## config.mk

```make
export PLATFORM = sky130hd
export DESIGN_NAME = comp_fetch_ctrl_flat
export DESIGN_NICKNAME = d
export VERILOG_FILES = /design/src/rtl/comp_fetch_ctrl_if.sv /design/src/rtl/comp_fetch_ctrl.sv /design/src/flat_wrapper.sv
export SDC_FILE = /design/constraint.sdc
export NUM_CORES = 1
export LEC_CHECK = 0
export ABC_AREA = 0
export ABC_CLOCK_PERIOD_IN_PS = 1850
export CORE_AREA = 2 2 147 149
export CTS_CLUSTER_SIZE = 14
export DETAILED_ROUTE_END_ITERATION = 12
export DIE_AREA = 0 0 149 151
export DONT_BUFFER_PORTS = 1
export PLACE_DENSITY = 0.54
export SYNTH_ARGS = -nofsm -noshare
export SYNTH_HDL_FRONTEND = slang
export SYNTH_SLANG_ARGS = --single-unit
```

## constraint.sdc

```tcl
create_clock -name clk -period 1.85 [get_ports clk]
set_input_delay 0 -clock clk [delete_from_list [all_inputs] [get_ports clk]]
set_output_delay 0 -clock clk [all_outputs]
set_load 0.02 [all_outputs]
```

## src/rtl/comp_fetch_ctrl_if.sv

```systemverilog
// rtl/comp_fetch_ctrl_if.sv - core fetch and cache request/response bundle for comp_fetch_ctrl
interface comp_fetch_ctrl_if #(
  parameter int ADDR_W = 32,
  parameter int CW     = 16
);
  logic              proc_valid;
  logic [ADDR_W-1:0] proc_addr;
  logic              proc_ready;
  logic [31:0]       proc_rdata;
  logic              ic_valid;
  logic [ADDR_W-1:0] ic_addr;
  logic              ic_ready;
  logic [31:0]       ic_rdata;
  logic              cc_valid;
  logic [ADDR_W-1:0] cc_addr;
  logic              cc_hit;
  logic [CW-1:0]     cc_rdata;
  logic              cc_fill_valid;
  logic [ADDR_W-1:0] cc_fill_addr;
  logic [CW-1:0]     cc_fill_data;

  modport master (
    input  proc_valid, proc_addr, ic_ready, ic_rdata, cc_hit, cc_rdata,
    output proc_ready, proc_rdata, ic_valid, ic_addr, cc_valid, cc_addr,
           cc_fill_valid, cc_fill_addr, cc_fill_data
  );

  modport slave (
    output proc_valid, proc_addr, ic_ready, ic_rdata, cc_hit, cc_rdata,
    input  proc_ready, proc_rdata, ic_valid, ic_addr, cc_valid, cc_addr,
           cc_fill_valid, cc_fill_addr, cc_fill_data
  );
endinterface

```

## src/rtl/comp_fetch_ctrl.sv

```systemverilog
// rtl/comp_fetch_ctrl.sv - compressed-first fetch controller with dictionary refill
// Optional saturating statistics counters: COMP_FETCH_CTRL_STATS_EN.
module comp_fetch_ctrl #(
  parameter int ADDR_W = 32,
  parameter int K1_W   = 3,
  parameter int K2_W   = 8,
  parameter int K3_W   = 5,
  parameter int STAT_W = 16
) (
  input  logic              clk,
  input  logic              resetn,
  comp_fetch_ctrl_if.master bus,
  output logic [K1_W-1:0]   dec_key1,
  output logic [K2_W-1:0]   dec_key2,
  output logic [K3_W-1:0]   dec_key3,
  input  logic [6:0]        dec_val1,
  input  logic [14:0]       dec_val2,
  input  logic [9:0]        dec_val3,
  output logic [6:0]        enc_val1,
  output logic [14:0]       enc_val2,
  output logic [9:0]        enc_val3,
  input  logic              enc_hit1,
  input  logic              enc_hit2,
  input  logic              enc_hit3,
  input  logic [K1_W-1:0]   enc_key1,
  input  logic [K2_W-1:0]   enc_key2,
  input  logic [K3_W-1:0]   enc_key3,
  output logic [STAT_W-1:0] cnt_cc_hit,
  output logic [STAT_W-1:0] cnt_fill,
  output logic [STAT_W-1:0] cnt_nocomp
);
  localparam int CW = K1_W + K2_W + K3_W;

  typedef enum logic [2:0] {IDLE, LOOKUP, IC_REQ, ENC, RESP} state_t;

  state_t            state_q, state_d;
  logic [ADDR_W-1:0] addr_q;
  logic [31:0]       word_q;
  logic [31:0]       rdata_q;
  logic [CW-1:0]     keys_q;
  logic              fill_ok_q;

  always_ff @(posedge clk or negedge resetn) begin
    if (!resetn) state_q <= IDLE;
    else         state_q <= state_d;
  end

  always_comb begin
    state_d           = state_q;
    bus.proc_ready    = 1'b0;
    bus.cc_valid      = 1'b0;
    bus.ic_valid      = 1'b0;
    bus.cc_fill_valid = 1'b0;
    case (state_q)
      IDLE:    if (bus.proc_valid) state_d = LOOKUP;
      LOOKUP: begin
        bus.cc_valid = 1'b1;
        state_d      = bus.cc_hit ? RESP : IC_REQ;
      end
      IC_REQ: begin
        bus.ic_valid = 1'b1;
        if (bus.ic_ready) state_d = ENC;
      end
      ENC:     state_d = RESP;
      RESP: begin
        bus.proc_ready    = 1'b1;
        // fill_ok_q is only ever set on the refill path
        bus.cc_fill_valid = fill_ok_q;
        state_d           = IDLE;
      end
      default: state_d = IDLE;
    endcase
  end

  // rdata_q is loaded only on the transition into RESP so it holds between responses
  always_ff @(posedge clk or negedge resetn) begin
    if (!resetn) begin
      addr_q    <= '0;
      word_q    <= '0;
      rdata_q   <= '0;
      keys_q    <= '0;
      fill_ok_q <= 1'b0;
    end else begin
      case (state_q)
        IDLE: if (bus.proc_valid) begin
          addr_q    <= bus.proc_addr;
          fill_ok_q <= 1'b0;
        end
        LOOKUP: if (bus.cc_hit)
          rdata_q <= {dec_val3[9:3], dec_val2[14:5], dec_val3[2:0], dec_val2[4:0], dec_val1};
        IC_REQ: if (bus.ic_ready) word_q <= bus.ic_rdata;
        ENC: begin
          rdata_q   <= word_q;
          fill_ok_q <= enc_hit1 & enc_hit2 & enc_hit3;
          keys_q    <= {enc_key3, enc_key2, enc_key1};
        end
        default: ;
      endcase
    end
  end

  assign bus.cc_addr      = addr_q;
  assign bus.ic_addr      = addr_q;
  assign bus.proc_rdata   = rdata_q;
  assign bus.cc_fill_addr = addr_q;
  assign bus.cc_fill_data = keys_q;

  assign dec_key1 = bus.cc_rdata[K1_W-1:0];
  assign dec_key2 = bus.cc_rdata[K1_W+K2_W-1:K1_W];
  assign dec_key3 = bus.cc_rdata[CW-1:K1_W+K2_W];

  assign enc_val1 = word_q[6:0];
  assign enc_val2 = {word_q[24:15], word_q[11:7]};
  assign enc_val3 = {word_q[31:25], word_q[14:12]};

`ifdef COMP_FETCH_CTRL_STATS_EN
  logic [STAT_W-1:0] hit_q, fill_q, nocomp_q;
  logic              refill_q;

  always_ff @(posedge clk or negedge resetn) begin
    if (!resetn) begin
      hit_q    <= '0;
      fill_q   <= '0;
      nocomp_q <= '0;
      refill_q <= 1'b0;
    end else begin
      if (state_q == IDLE) refill_q <= 1'b0;
      if (state_q == ENC)  refill_q <= 1'b1;
      if (state_q == LOOKUP && bus.cc_hit && hit_q != '1) hit_q <= hit_q + 1'b1;
      if (bus.cc_fill_valid && fill_q != '1) fill_q <= fill_q + 1'b1;
      if (state_q == RESP && refill_q && !fill_ok_q && nocomp_q != '1)
        nocomp_q <= nocomp_q + 1'b1;
    end
  end

  assign cnt_cc_hit = hit_q;
  assign cnt_fill   = fill_q;
  assign cnt_nocomp = nocomp_q;
`else
  assign cnt_cc_hit = '0;
  assign cnt_fill   = '0;
  assign cnt_nocomp = '0;
`endif
endmodule

```

## src/flat_wrapper.sv

```systemverilog
// flat-port wrapper written by rule: the top's interface ports become plain ports
module comp_fetch_ctrl_flat 
#(
  parameter int ADDR_W = 32,
  parameter int K1_W   = 3,
  parameter int K2_W   = 8,
  parameter int K3_W   = 5,
  parameter int STAT_W = 16
)
  (clk, resetn, dec_key1, dec_key2, dec_key3, dec_val1, dec_val2, dec_val3, enc_val1, enc_val2, enc_val3, enc_hit1, enc_hit2, enc_hit3, enc_key1, enc_key2, enc_key3, cnt_cc_hit, cnt_fill, cnt_nocomp, bus_proc_valid, bus_proc_addr, bus_ic_ready, bus_ic_rdata, bus_cc_hit, bus_cc_rdata, bus_proc_ready, bus_proc_rdata, bus_ic_valid, bus_ic_addr, bus_cc_valid, bus_cc_addr, bus_cc_fill_valid, bus_cc_fill_addr, bus_cc_fill_data);
  comp_fetch_ctrl_if #(.ADDR_W(ADDR_W), .CW(16)) bus_i ();
  input  logic clk;
  input  logic resetn;
  output logic [K1_W-1:0] dec_key1;
  output logic [K2_W-1:0] dec_key2;
  output logic [K3_W-1:0] dec_key3;
  input  logic [6:0] dec_val1;
  input  logic [14:0] dec_val2;
  input  logic [9:0] dec_val3;
  output logic [6:0] enc_val1;
  output logic [14:0] enc_val2;
  output logic [9:0] enc_val3;
  input  logic enc_hit1;
  input  logic enc_hit2;
  input  logic enc_hit3;
  input  logic [K1_W-1:0] enc_key1;
  input  logic [K2_W-1:0] enc_key2;
  input  logic [K3_W-1:0] enc_key3;
  output logic [STAT_W-1:0] cnt_cc_hit;
  output logic [STAT_W-1:0] cnt_fill;
  output logic [STAT_W-1:0] cnt_nocomp;
  input wire logic [$bits(bus_i.proc_valid)-1:0] bus_proc_valid;
  input wire logic [$bits(bus_i.proc_addr)-1:0] bus_proc_addr;
  input wire logic [$bits(bus_i.ic_ready)-1:0] bus_ic_ready;
  input wire logic [$bits(bus_i.ic_rdata)-1:0] bus_ic_rdata;
  input wire logic [$bits(bus_i.cc_hit)-1:0] bus_cc_hit;
  input wire logic [$bits(bus_i.cc_rdata)-1:0] bus_cc_rdata;
  output wire logic [$bits(bus_i.proc_ready)-1:0] bus_proc_ready;
  output wire logic [$bits(bus_i.proc_rdata)-1:0] bus_proc_rdata;
  output wire logic [$bits(bus_i.ic_valid)-1:0] bus_ic_valid;
  output wire logic [$bits(bus_i.ic_addr)-1:0] bus_ic_addr;
  output wire logic [$bits(bus_i.cc_valid)-1:0] bus_cc_valid;
  output wire logic [$bits(bus_i.cc_addr)-1:0] bus_cc_addr;
  output wire logic [$bits(bus_i.cc_fill_valid)-1:0] bus_cc_fill_valid;
  output wire logic [$bits(bus_i.cc_fill_addr)-1:0] bus_cc_fill_addr;
  output wire logic [$bits(bus_i.cc_fill_data)-1:0] bus_cc_fill_data;
  assign bus_i.proc_valid = bus_proc_valid;
  assign bus_i.proc_addr = bus_proc_addr;
  assign bus_i.ic_ready = bus_ic_ready;
  assign bus_i.ic_rdata = bus_ic_rdata;
  assign bus_i.cc_hit = bus_cc_hit;
  assign bus_i.cc_rdata = bus_cc_rdata;
  assign bus_proc_ready = bus_i.proc_ready;
  assign bus_proc_rdata = bus_i.proc_rdata;
  assign bus_ic_valid = bus_i.ic_valid;
  assign bus_ic_addr = bus_i.ic_addr;
  assign bus_cc_valid = bus_i.cc_valid;
  assign bus_cc_addr = bus_i.cc_addr;
  assign bus_cc_fill_valid = bus_i.cc_fill_valid;
  assign bus_cc_fill_addr = bus_i.cc_fill_addr;
  assign bus_cc_fill_data = bus_i.cc_fill_data;
  comp_fetch_ctrl #(.ADDR_W(ADDR_W), .K1_W(K1_W), .K2_W(K2_W), .K3_W(K3_W), .STAT_W(STAT_W)) u_core (.clk(clk), .resetn(resetn), .bus(bus_i), .dec_key1(dec_key1), .dec_key2(dec_key2), .dec_key3(dec_key3), .dec_val1(dec_val1), .dec_val2(dec_val2), .dec_val3(dec_val3), .enc_val1(enc_val1), .enc_val2(enc_val2), .enc_val3(enc_val3), .enc_hit1(enc_hit1), .enc_hit2(enc_hit2), .enc_hit3(enc_hit3), .enc_key1(enc_key1), .enc_key2(enc_key2), .enc_key3(enc_key3), .cnt_cc_hit(cnt_cc_hit), .cnt_fill(cnt_fill), .cnt_nocomp(cnt_nocomp));
endmodule
```

==> tab_implementation.tex <==
\begin{tabular}{lr}
\hline
Metric & Value \\
\hline
\multicolumn{2}{l}{\textbf{Die}} \\
\quad Width of the die & 149 µm \\
\quad Initial core utilization & slightly below 30\% \\
\quad Num rows & 53 \\
\quad Die outline height & 151 µm \\
\quad Number of top-level pins & 380 \\
\quad Core area & 20800 µm² \\
\quad Full die area & 22500 µm² \\
\multicolumn{2}{l}{\textbf{Detailed routing}} \\
\quad Post-DR wirelength/cell & 18.5 µm \\
\quad Detailed-routing iteration count for the pre-antenna-repair pass & 4 \\
\quad Aggregate routed wire length & 15.9 mm \\
\quad Final routed DRC violation total & 0 \\
\quad Drt via density & 4.66 \\
\quad Number of design-rule violations left by the first detailed-router iteration & 147 \\
\quad DR vias & around 4000 \\
\quad Antenna Violating Nets Remaining & 0 \\
\multicolumn{2}{l}{\textbf{Yosys}} \\
\quad Ys async rst share & 100\% \\
\quad Netlist Area Pre-Place & 6170 µm² \\
\quad Adder-cell share of the synthesized area & 0\% \\
\quad Main combinational cell family by area after synthesis & buffers and inverters \\
\quad Leading cell types by total area after synthesis & dfrtp\_1, buf\_4, mux2\_4 \\
\quad Number of cells produced by synthesis & between 500 and 600 \\
\quad Share of synthesized area spent on multiplexers & about 17\% \\
\quad Average size of a mapped cell & 11.6 µm² \\
\quad Cell taking the most area after synthesis & dfrtp\_1 \\
\quad EDFF count, synth & 0 \\
\quad Share of the synthesized area in compound gates (AO/OA/AOI/OAI) & 7.87\% \\
\quad Warnings, synthesis & 0 \\
\quad Netlist cell types & 25 \\
\quad Dominant register cell in the synthesized netlist & dfrtp\_1 \\
\quad Simple-gate portion of the synthesized area & 6.90\% \\
\quad Xor and xnor fraction of the mapped netlist area & 0\% \\
\quad Sequential share of the synthesized area & approximately 47\% \\
\quad Area share of the leading cell type in the synthesized netlist & 47.1\% \\
\quad Synthesized flop and latch total & 116 \\
\multicolumn{2}{l}{\textbf{Outcome}} \\
\quad Failing checks & negative hold slack \\
\quad Outcome & finished with violations \\
\multicolumn{2}{l}{\textbf{Power and ir drop}} \\
\quad Cell-internal power & between 7 and 8 mW \\
\quad Net switching power & just under 7 mW \\
\quad Worst-case vdd ir drop & 891 µV \\
\quad Switching power as a share of total power & a little under half \\
\quad Post-route total power & $\sim$14 mW \\
\quad Power density relative to cell area & between 1500 and 2000 nW/µm² \\
\quad Part of the total power dissipated in combinational logic & 25.8\% \\
\quad Share of power burned in registers & 52.6\% \\
\quad Relative contribution of the clock network to total power & a little over a fifth \\
\quad Leakage power total & $\sim$3.3 nW \\
\multicolumn{2}{l}{\textbf{Worst hold path}} \\
\quad Tightest Hold Check Type & in -> async \\
\multicolumn{2}{l}{\textbf{Global route}} \\
\quad First-pass GRT wire length & 23.7 mm \\
\quad Initial antenna violation count & 2 \\
\quad Pin count of the biggest net entering global routing & $\sim$120 \\
\quad Via count of the first global-routing pass & approximately 4300 \\
\quad Total routing usage reported by global routing & 13.8\% \\
\quad GR Overflow Total & 0 \\
\multicolumn{2}{l}{\textbf{Clocking}} \\
\quad Hold bufs inserted after CTS & between 100 and 150 \\
\quad CTS Buf Count & 17 \\
\quad Clock root buffer & clkbuf\_16 \\
\quad Deepest clock path buffer count & 2 \\
\quad \# H-tree levels & 4 \\
\quad Number of clock sinks & 116 \\
\quad Reg clk slew, reported paths & 60 ps \\
\quad Clock latency on the worst-skew pair & 410 ps \\
\quad CTS tree & built \\
\multicolumn{2}{l}{\textbf{STA}} \\
\quad Min cycle time layout & 1680 ps \\
\quad Transition time of the tightest slew-check pin & 614 ps \\
\quad Number of slew-limit violations in the final report & 0 \\
\quad Post-route worst hold slack & -718 ps \\
\quad Post-layout worst setup margin & 170 ps \\
\quad Final critical-path share of the clock period & between 90\% and 100\% \\
\quad Final setup skew & 11.2 ps \\
\quad Setup\_tns & 0 ps \\
\quad Unrepaired setup endpoints after global routing & no \\
\quad Final hold violation count & 116 \\
\quad Worst-case headroom to the max-slew limit & 59.1\% \\
\quad Final count of negative-setup-slack endpoints & 0 \\
\quad Highest clock frequency the design can meet & approximately 0.60 GHz \\
\multicolumn{2}{l}{\textbf{Critical path}} \\
\quad Category of the worst setup path capture point & register \\
\quad FF-to-FF path depth & 4 \\
\quad Slowest cell on the critical path & dfrtp\_1 \\
\quad Type of the setup path with the least slack & reg -> reg \\
\quad Sequence of cells on the critical path & nor3b\_2, and2\_2, buf\_12, mux2\_2 \\
\quad Slowest cell delay on critical path & 510 ps \\
\quad Critical path data arrival time & 1970 ps \\
\quad Required arrival time at the worst endpoint & 2140 ps \\
\quad Kind of launch point of the worst setup path & register \\
\quad Max FO, Critical Path & 17 \\
\multicolumn{2}{l}{\textbf{Run}} \\
\quad Max cap viols & 0 \\
\multicolumn{2}{l}{\textbf{Placement}} \\
\quad DP Worst Slack & between 150 and 200 ps \\
\quad Input/output buffers & 0 \\
\quad HPWL reported at the end of detailed placement & 10.3 mm \\
\quad Weighted congestion at the end of routability-driven global placement & 0.815 \\
\multicolumn{2}{l}{\textbf{Layout}} \\
\quad Commonest cells after routing, fill and taps aside & dfrtp\_1, dlygate4sd3\_1, conb\_1 \\
\quad Most common cell after layout, fill and taps aside & dfrtp\_1 \\
\quad Syn-to-layout area delta & 20.6\% \\
\quad Nets & about 710 \\
\quad Fraction of final layout cells sized beyond drive strength 1 & between 10\% and 20\% \\
\quad Sequential cell area & 2900 µm² \\
\quad End-of-flow core utilization & 35.7\% \\
\quad Footprint of the multi-input gates & 2160 µm² \\
\quad Count of filler cells inserted in the layout & 2032 \\
\hline
\end{tabular}
-- cell usage after synthesis, types with 2 or more instances --
master,n
a221oi_1,32
and2_1,2
buf_2,7
buf_4,133
buf_6,8
clkbuf_1,10
dfrtp_1,116
inv_1,33
mux2_1,17
mux2_2,23
mux2_4,40
nand2b_1,32
nand3b_1,2
nor2_1,36
o22ai_1,32
-- logic make-up after synthesis --
group | after synthesis
flip-flops | 116
other | 1
buffers and inverters | 192
AND/OR/NAND/NOR | 78
multiplexers | 81
AO/OA/AOI/OAI | 65
-- final cells by class --
| class | instances | share of cell area, % |
|---|---|---|
| clock inverter | 14 | 1.60 |
| sequential | 116 | 39.0 |
| multi-input combinational | 272 | 29.0 |
| tap | 275 | 4.63 |
| inverter | 33 | 1.67 |
| antenna | 1 | 0.0336 |
| clock buffer | 18 | 5.90 |
| timing repair buffer | 129 | 18.1 |
-- critical path: cells and delay by family (launching register included) --
| kind | cells | cell delay, ps |
|---|---|---|
| flip-flops | 1 | 510 |
| AND/OR/NAND/NOR | 2 | 500 |
| multiplexers | 1 | 360 |
| buffers and inverters | 1 | 190 |
-- final timing paths --
kind | startpoint | slack (ps) | endpoint
max | u_core.state_q[1] | 170 | u_core.word_q[1]
min | resetn | -720 | u_core.word_q[1]
max reg2reg | u_core.state_q[1] | 170 | u_core.word_q[1]
min reg2reg | u_core.bus.cc_addr[28] | 500 | u_core.bus.cc_addr[28]
max in group asynchronous | resetn | 2410 | u_core.bus.cc_addr[9]
min in group clk | bus_cc_rdata[12] | 0 | dec_key3[1]
-- state kept, by name (all words and copies together) (netlist names) --
register / cells
u_core.word_q: 32
u_core.bus.cc_addr: 32
u_core.bus.proc_rdata: 32
u_core.fill_ok_q: 1
u_core.bus.cc_fill_data: 16
u_core.state_q: 3
-- through the flow --
stage	instance area, µm²	instances
after floorplan	6340	580
after global placement	5710	710
after detailed placement	5710	710
after CTS	7430	857
after global routing	7440	858
final	7440	858
-- metal layers --
metal	global-route usage (%)	wire length [µm]	share of wire [%]
met4	7.05	513	3.2
met5	0	0	0
met3	4.67	1160	7.3
met2	24.0	8210	52
met1	15.2	5990	38
-- power groups by stage --
stage	registers (mW)	clock network (mW)	logic (mW)
6_report	7.55	3.11	3.71
2_1_floorplan	6.28	0	4.86
3_5_place_dp	7.59	0	3.51
4_1_cts	7.57	3.21	3.73
5_1_grt	7.78	3.35	4.04
3_3_place_gp	7.56	0	3.34
-- what timing repair did --
item / in CTS / in global routing
setup endpoints to repair: 0 / 1
setup buffers: 0 / 0
endpoints found under the hold margin: 231 / 116
resized for setup: 0 / 1
Note: power is estimated with default switching activity, not from simulation.
